File: config.mk
export PLATFORM = sky130hd
export DESIGN_NAME = st_pkt_source_256
export DESIGN_NICKNAME = d
export VERILOG_FILES = /design/src/rtl/st_pkt_pkg.sv /design/src/rtl/st_out_reg.sv /design/src/rtl/st_pkt_source_256.sv
export SDC_FILE = /design/constraint.sdc
export NUM_CORES = 1
export LEC_CHECK = 0
export BUFFER_PORTS_ARGS = -buffer_cell sky130_fd_sc_hd__buf_2
export CORE_AREA = 2 2 206 208
export DETAILED_ROUTE_END_ITERATION = 8
export DIE_AREA = 0 0 208 210
export PLACE_DENSITY_LB_ADDON = 0.25
export SETUP_SLACK_MARGIN = 0.02
export SYNTH_ARGS = -nofsm -noshare
export SYNTH_HDL_FRONTEND = slang
export SYNTH_SLANG_ARGS = --single-unit
File: constraint.sdc
create_clock -name clk_clk -period 3 [get_ports clk_clk]
set_input_delay 0.45 -clock clk_clk [delete_from_list [all_inputs] [get_ports clk_clk]]
set_output_delay 0.45 -clock clk_clk [all_outputs]
set_load 0.01 [all_outputs]
File: src/rtl/st_pkt_pkg.sv
`default_nettype none
// ============================================================================
//  Module   : st_pkt_pkg
//  Brief    : Shared constants, FSM encoding and framing helper for the
//             256-bit Avalon-ST packet source.
//  Revision : 1.0
// ============================================================================
package st_pkt_pkg;

    localparam int WORD_W     = 32;
    localparam int BEAT_WORDS = 8;
    localparam int BEAT_W     = WORD_W * BEAT_WORDS;
    localparam int EMPTY_W    = $clog2(BEAT_W / 8);

    typedef enum logic [1:0] {
        IDLE  = 2'd0,
        FILL  = 2'd1,
        DRAIN = 2'd2
    } state_e;

    // Bytes left unused in the eop beat, given how many words it carries.
    function automatic int empty_bytes(
        input int words_in_last,
        input int beat_words = BEAT_WORDS,
        input int word_bytes = WORD_W / 8
    );
        return (beat_words - words_in_last) * word_bytes;
    endfunction

endpackage
`default_nettype wire

File: src/rtl/st_out_reg.sv
`default_nettype none
// ============================================================================
//  Module   : st_out_reg
//  Brief    : One-entry Avalon-ST holding register (data, sop, eop, empty).
//  Revision : 1.0
// ============================================================================
module st_out_reg
    import st_pkt_pkg::*;
#(
    parameter int DATA_W      = BEAT_W,
    parameter int OUT_EMPTY_W = EMPTY_W
) (
    input  logic                   clk,
    input  logic                   rst,
    input  logic                   i_load,
    input  logic [DATA_W-1:0]      i_data,
    input  logic                   i_sop,
    input  logic                   i_eop,
    input  logic [OUT_EMPTY_W-1:0] i_empty,
    input  logic                   i_ready,
    output logic                   o_valid,
    output logic [DATA_W-1:0]      o_data,
    output logic                   o_sop,
    output logic                   o_eop,
    output logic [OUT_EMPTY_W-1:0] o_empty,
    output logic                   o_slot_free
);

    logic                   r_valid;
    logic [DATA_W-1:0]      r_data;
    logic                   r_sop;
    logic                   r_eop;
    logic [OUT_EMPTY_W-1:0] r_empty;

    // Contents only change on a load, so a stalled beat stays stable.
    always_ff @(posedge clk) begin
        if (rst) begin
            r_valid <= 1'b0;
            r_data  <= '0;
            r_sop   <= 1'b0;
            r_eop   <= 1'b0;
            r_empty <= '0;
        end else if (i_load) begin
            r_valid <= 1'b1;
            r_data  <= i_data;
            r_sop   <= i_sop;
            r_eop   <= i_eop;
            r_empty <= i_empty;
        end else if (r_valid && i_ready) begin
            r_valid <= 1'b0;
        end
    end

    assign o_slot_free = !r_valid || i_ready;
    assign o_valid     = r_valid;
    assign o_data      = r_data;
    assign o_sop       = r_sop;
    assign o_eop       = r_eop;
    assign o_empty     = r_empty;

endmodule
`default_nettype wire

File: src/rtl/st_pkt_source_256.sv
`default_nettype none
// ============================================================================
//  Module   : st_pkt_source_256
//  Brief    : Packs a word stream into framed 256-bit Avalon-ST beats.
//  Revision : 1.0
// ============================================================================
module st_pkt_source_256 #(
    parameter int WORD_W     = 32,
    parameter int BEAT_WORDS = 8,
    parameter int LEN_W      = 16
) (
    input  logic                                      clk_clk,
    input  logic                                      reset_reset,
    input  logic [LEN_W-1:0]                          cfg_len_words,
    input  logic                                      cfg_start,
    output logic                                      busy,
    output logic                                      pkt_done,
    output logic [31:0]                               pkt_count,
    input  logic [WORD_W-1:0]                         in_data,
    input  logic                                      in_valid,
    output logic                                      in_ready,
    output logic [WORD_W*BEAT_WORDS-1:0]              out_data,
    output logic                                      out_valid,
    input  logic                                      out_ready,
    output logic                                      out_startofpacket,
    output logic                                      out_endofpacket,
    output logic [$clog2(WORD_W*BEAT_WORDS/8)-1:0]    out_empty
);
    import st_pkt_pkg::*;

    localparam int c_BEAT_W  = WORD_W * BEAT_WORDS;
    localparam int c_EMPTY_W = $clog2(c_BEAT_W / 8);
    localparam int c_LANE_W  = (BEAT_WORDS > 1) ? $clog2(BEAT_WORDS) : 1;

    state_e                r_state;
    logic [LEN_W-1:0]      r_words_left;
    logic [c_LANE_W-1:0]   r_lane;
    logic                  r_first_beat;
    logic [c_BEAT_W-1:0]   r_pack;
    logic                  r_pkt_done;
    logic [31:0]           r_pkt_count;

    logic                  w_last_word;
    logic                  w_closing;
    logic                  w_slot_free;
    logic                  w_accept;
    logic                  w_load;
    logic                  w_eop_hs;
    logic [c_BEAT_W-1:0]   w_beat;
    logic [c_EMPTY_W-1:0]  w_empty;

    assign w_last_word = (r_words_left == LEN_W'(1));
    assign w_closing   = (r_lane == c_LANE_W'(BEAT_WORDS - 1)) || w_last_word;
    assign in_ready    = (r_state == FILL) && (!w_closing || w_slot_free);
    assign w_accept    = in_valid && in_ready;
    assign w_load      = w_accept && w_closing;
    assign w_eop_hs    = out_valid && out_ready && out_endofpacket;

    // Pack register with the incoming word dropped into the current lane.
    for (genvar k = 0; k < BEAT_WORDS; k++) begin : g_lane
        assign w_beat[k*WORD_W +: WORD_W] =
            (r_lane == c_LANE_W'(k)) ? in_data : r_pack[k*WORD_W +: WORD_W];
    end

    assign w_empty = w_last_word
                   ? c_EMPTY_W'(empty_bytes(int'(r_lane) + 1, BEAT_WORDS, WORD_W / 8))
                   : '0;

    always_ff @(posedge clk_clk) begin
        if (reset_reset) begin
            r_state      <= IDLE;
            r_words_left <= '0;
            r_lane       <= '0;
            r_first_beat <= 1'b0;
            r_pack       <= '0;
            r_pkt_done   <= 1'b0;
            r_pkt_count  <= '0;
        end else begin
            r_pkt_done <= 1'b0;
            case (r_state)
                IDLE: begin
                    if (cfg_start && (cfg_len_words != '0)) begin
                        r_words_left <= cfg_len_words;
                        r_lane       <= '0;
                        r_first_beat <= 1'b1;
                        r_pack       <= '0;
                        r_state      <= FILL;
                    end
                end
                FILL: begin
                    if (w_accept) begin
                        r_words_left <= r_words_left - LEN_W'(1);
                        if (w_closing) begin
                            r_pack       <= '0;
                            r_lane       <= '0;
                            r_first_beat <= 1'b0;
                        end else begin
                            r_pack <= w_beat;
                            r_lane <= r_lane + c_LANE_W'(1);
                        end
                        if (w_last_word) begin
                            r_state <= DRAIN;
                        end
                    end
                end
                DRAIN: begin
                    if (w_eop_hs) begin
                        r_state     <= IDLE;
                        r_pkt_done  <= 1'b1;
                        r_pkt_count <= r_pkt_count + 32'd1;
                    end
                end
                default: r_state <= IDLE;
            endcase
        end
    end

    st_out_reg #(
        .DATA_W      (c_BEAT_W),
        .OUT_EMPTY_W (c_EMPTY_W)
    ) u_out_reg (
        .clk         (clk_clk),
        .rst         (reset_reset),
        .i_load      (w_load),
        .i_data      (w_beat),
        .i_sop       (r_first_beat),
        .i_eop       (w_last_word),
        .i_empty     (w_empty),
        .i_ready     (out_ready),
        .o_valid     (out_valid),
        .o_data      (out_data),
        .o_sop       (out_startofpacket),
        .o_eop       (out_endofpacket),
        .o_empty     (out_empty),
        .o_slot_free (w_slot_free)
    );

    assign busy      = (r_state != IDLE);
    assign pkt_done  = r_pkt_done;
    assign pkt_count = r_pkt_count;

endmodule
`default_nettype wire

==> qor.csv <==
metric;value;unit
number of distinct library cells after synthesis;57;
setup slack after layout;0.122;ns
largest net degree at the start of global routing;251;
synthesized netlist cell count;2747;
CP Depth;5;
first-pass GRT wire length;117000;um
simple-gate share of the synthesized area;17.7;%
area delta synth->final;17.0;%
post-synth top area share;49.0;%
post-synthesis sequential area ratio;49.0;%
synthesized cell area;0.0234;mm2
Hold Slack;0.166;ns
max frequency;0.347;GHz
status;complete, no violations;
Rel. slew slack;17.5;%
worst hold stages;3;
Routed WL;76900;um
post-layout util;66.0;%
clock skew;0.0247;ns
max incr delay on CP;0.57;ns
layout cells sized above 1;17.6;%
number of diodes;0;
top cells by area, synth;dfxtp_1, o32ai_1, nor2_1, a211oi_1, nand2_1;
Post-CTS Setup Inserts;0;
Num CTS Buffers;56;
Arrival @ worst endpoint;2.43;ns
total grt overflow;0;
Max-Cap Viols;0;
detailed-placement wirelength estimate;48600;um
Max Slew Vio Count;0;
critical path, cell by cell;nor4_1 -> nand4_2 -> a21oi_1 -> nor2_1 -> buf_2;
Power Total;16.6;mW
Tcrit/Tclk final;95.9;%
cell family with the largest share of critical-path delay;simple AND/OR/NAND/NOR gates;
CP Capture Type;output port;
clock sink count;573;
router iterations before antenna repair;6;
mux contribution to synthesized area;2.74;%
cts hold-fix bufs;0;
Least-Margin Pin Slew;1.24;ns
dpl cells;3405;
most common library cell in the layout ignoring fill and taps;dfxtp_1;
post-route cell area;0.0274;mm2
worst path required time;2.55;ns
vias in the first global route;20267;
worst-path maximum fanout;8;
HP Class;in -> reg;
main flop type after synthesis;dfxtp_1;
DRT antenna net count;0;
Clk Latency, worst-skew pair;0.62;ns
width of the die;208;um
RSZ-0062 raised after global routing;false;
All-Layer GR Usage;33.9;%
Via density;6.21;
Initial Util;56.4;%
initial antenna violation count;0;
Fin. Hold Viols;0;
Chip Height;210;um
post-synthesis xor/xnor area fraction;0.636;%
post-route DRC violation count;0;
slowest CP cell;nor4_1;
total power per unit cell area;606;mW/mm2
TritonCTS clock tree;built;
Root Buffer;clkbuf_16;
clock buffer depth;3;
post-cts resize count;0;
die area;0.0437;mm2
area leader, netlist;dfxtp_1;
Worst-path clk slew;0.06;ns
placed cell areas;0.0254;mm2
number of flops mapped to enable cells by yosys;0;
fin cells;3508;
compound-gate portion of the synthesized area;21.3;%
Crit path buffers/inverters;1;
routability-driven placement congestion ratio;0.852;
Worst VDD drop;0.443;mV
Final min period;2.88;ns
FILL cells;3467;
adder-cell share of the synthesized area;0.481;%
commonest non-fill, non-tap cells in the layout;dfxtp_1, nor2_1, buf_2, nand2_1, inv_1;
via count;21775;
R2R depth;8;
Ys Warns;0;
async set-reset flop share out of synthesis;0;%
Iteration-0 DRC Markers;2506;
Synth Area per Inst;8.52;um2
H-tree depth;2;
pre-CTS setup slack;0.272;ns
Sum Neg Setup Slack;0;ns
core footprint;0.0415;mm2
main combinational cell family by area after synthesis;compound AO/OA/AOI/OAI gates;
boundary pin count;352;
Lkg Pwr;9.48;nW
crit path kind;reg -> out;
# nets final;2986;
#FFs+latches synth;573;
I/O Buffers;349;
row count;75;
Setup crit start kind;register;
wire length per cell;21.9;um
setup violators final;0;
cells by family after synthesis:
logic type                 count (synthesis)
adders and majority gates                  9
muxes                                     64
xor gates and xnor gates                  17
other                                      1
AOI/OAI and AO/OA                        651
and+or+nand+nor                          945
buffers and inverters                    487
DFF                                      573
cell type report:
type	count	area, um2	share of cell area, %
clock buffers	85	1640	5.99
clock inverters	18	330	1.21
inverters	193	724	2.65
multi-input cells	1688	10100	37.0
flip-flops and latches	573	11500	41.9
well taps	539	674	2.46
repair buffers	412	2400	8.79
sequential cells by signal (all words and copies together), names as in the netlist:
register	flops
r_pack	256
u_out_reg.o_data	256
pkt_count	32
r_words_left	16
r_lane	3
u_out_reg.o_empty	3
r_state	2
pkt_done	1
r_first_beat	1
u_out_reg.o_eop	1
u_out_reg.o_sop	1
u_out_reg.o_valid	1
tightest hold or removal path, stage by stage:
cell,delay (ns)
buf_2,0.11
nand3_1,0.07
a31oi_1,0.09
worst paths after layout:
kind	start	to	slack [ns]
setup / recovery	r_words_left[2]	in_ready	0.12
setup reg to reg	r_words_left[1]	r_pack[239]	0.21
hold reg to reg	r_pack[242]	r_pack[242]	0.46
hold / removal	cfg_len_words[0]	r_words_left[0]	0.17
metal layers:
layer	share of wire [%]	wire length [um]	vias to the layer above	track usage [%]
met5	0	0	-	0
met4	5.4	4180	0	19.0
met2	46	35300	994	53.7
met3	8.7	6700	223	6.93
met1	40	30700	10414	43.5
li1	-	-	10144	-
cell usage after synthesis, drive strengths merged, types with 26 or more instances:
master / count
inv: 193
dfxtp: 573
o21ai: 27
nor2: 388
nand3: 106
o211ai: 44
mux2i: 64
clkbuf: 209
a311oi: 96
buf: 85
a211oi: 161
nor3: 111
and2: 26
o32ai: 185
a21oi: 90
nand2: 237
where the power goes:
group          switching (mW)  internal [mW]
sequential             0.0606           7.69
clock                    3.02           4.46
combinational            1.02          0.320
Power figures use the tool's default switching activity.
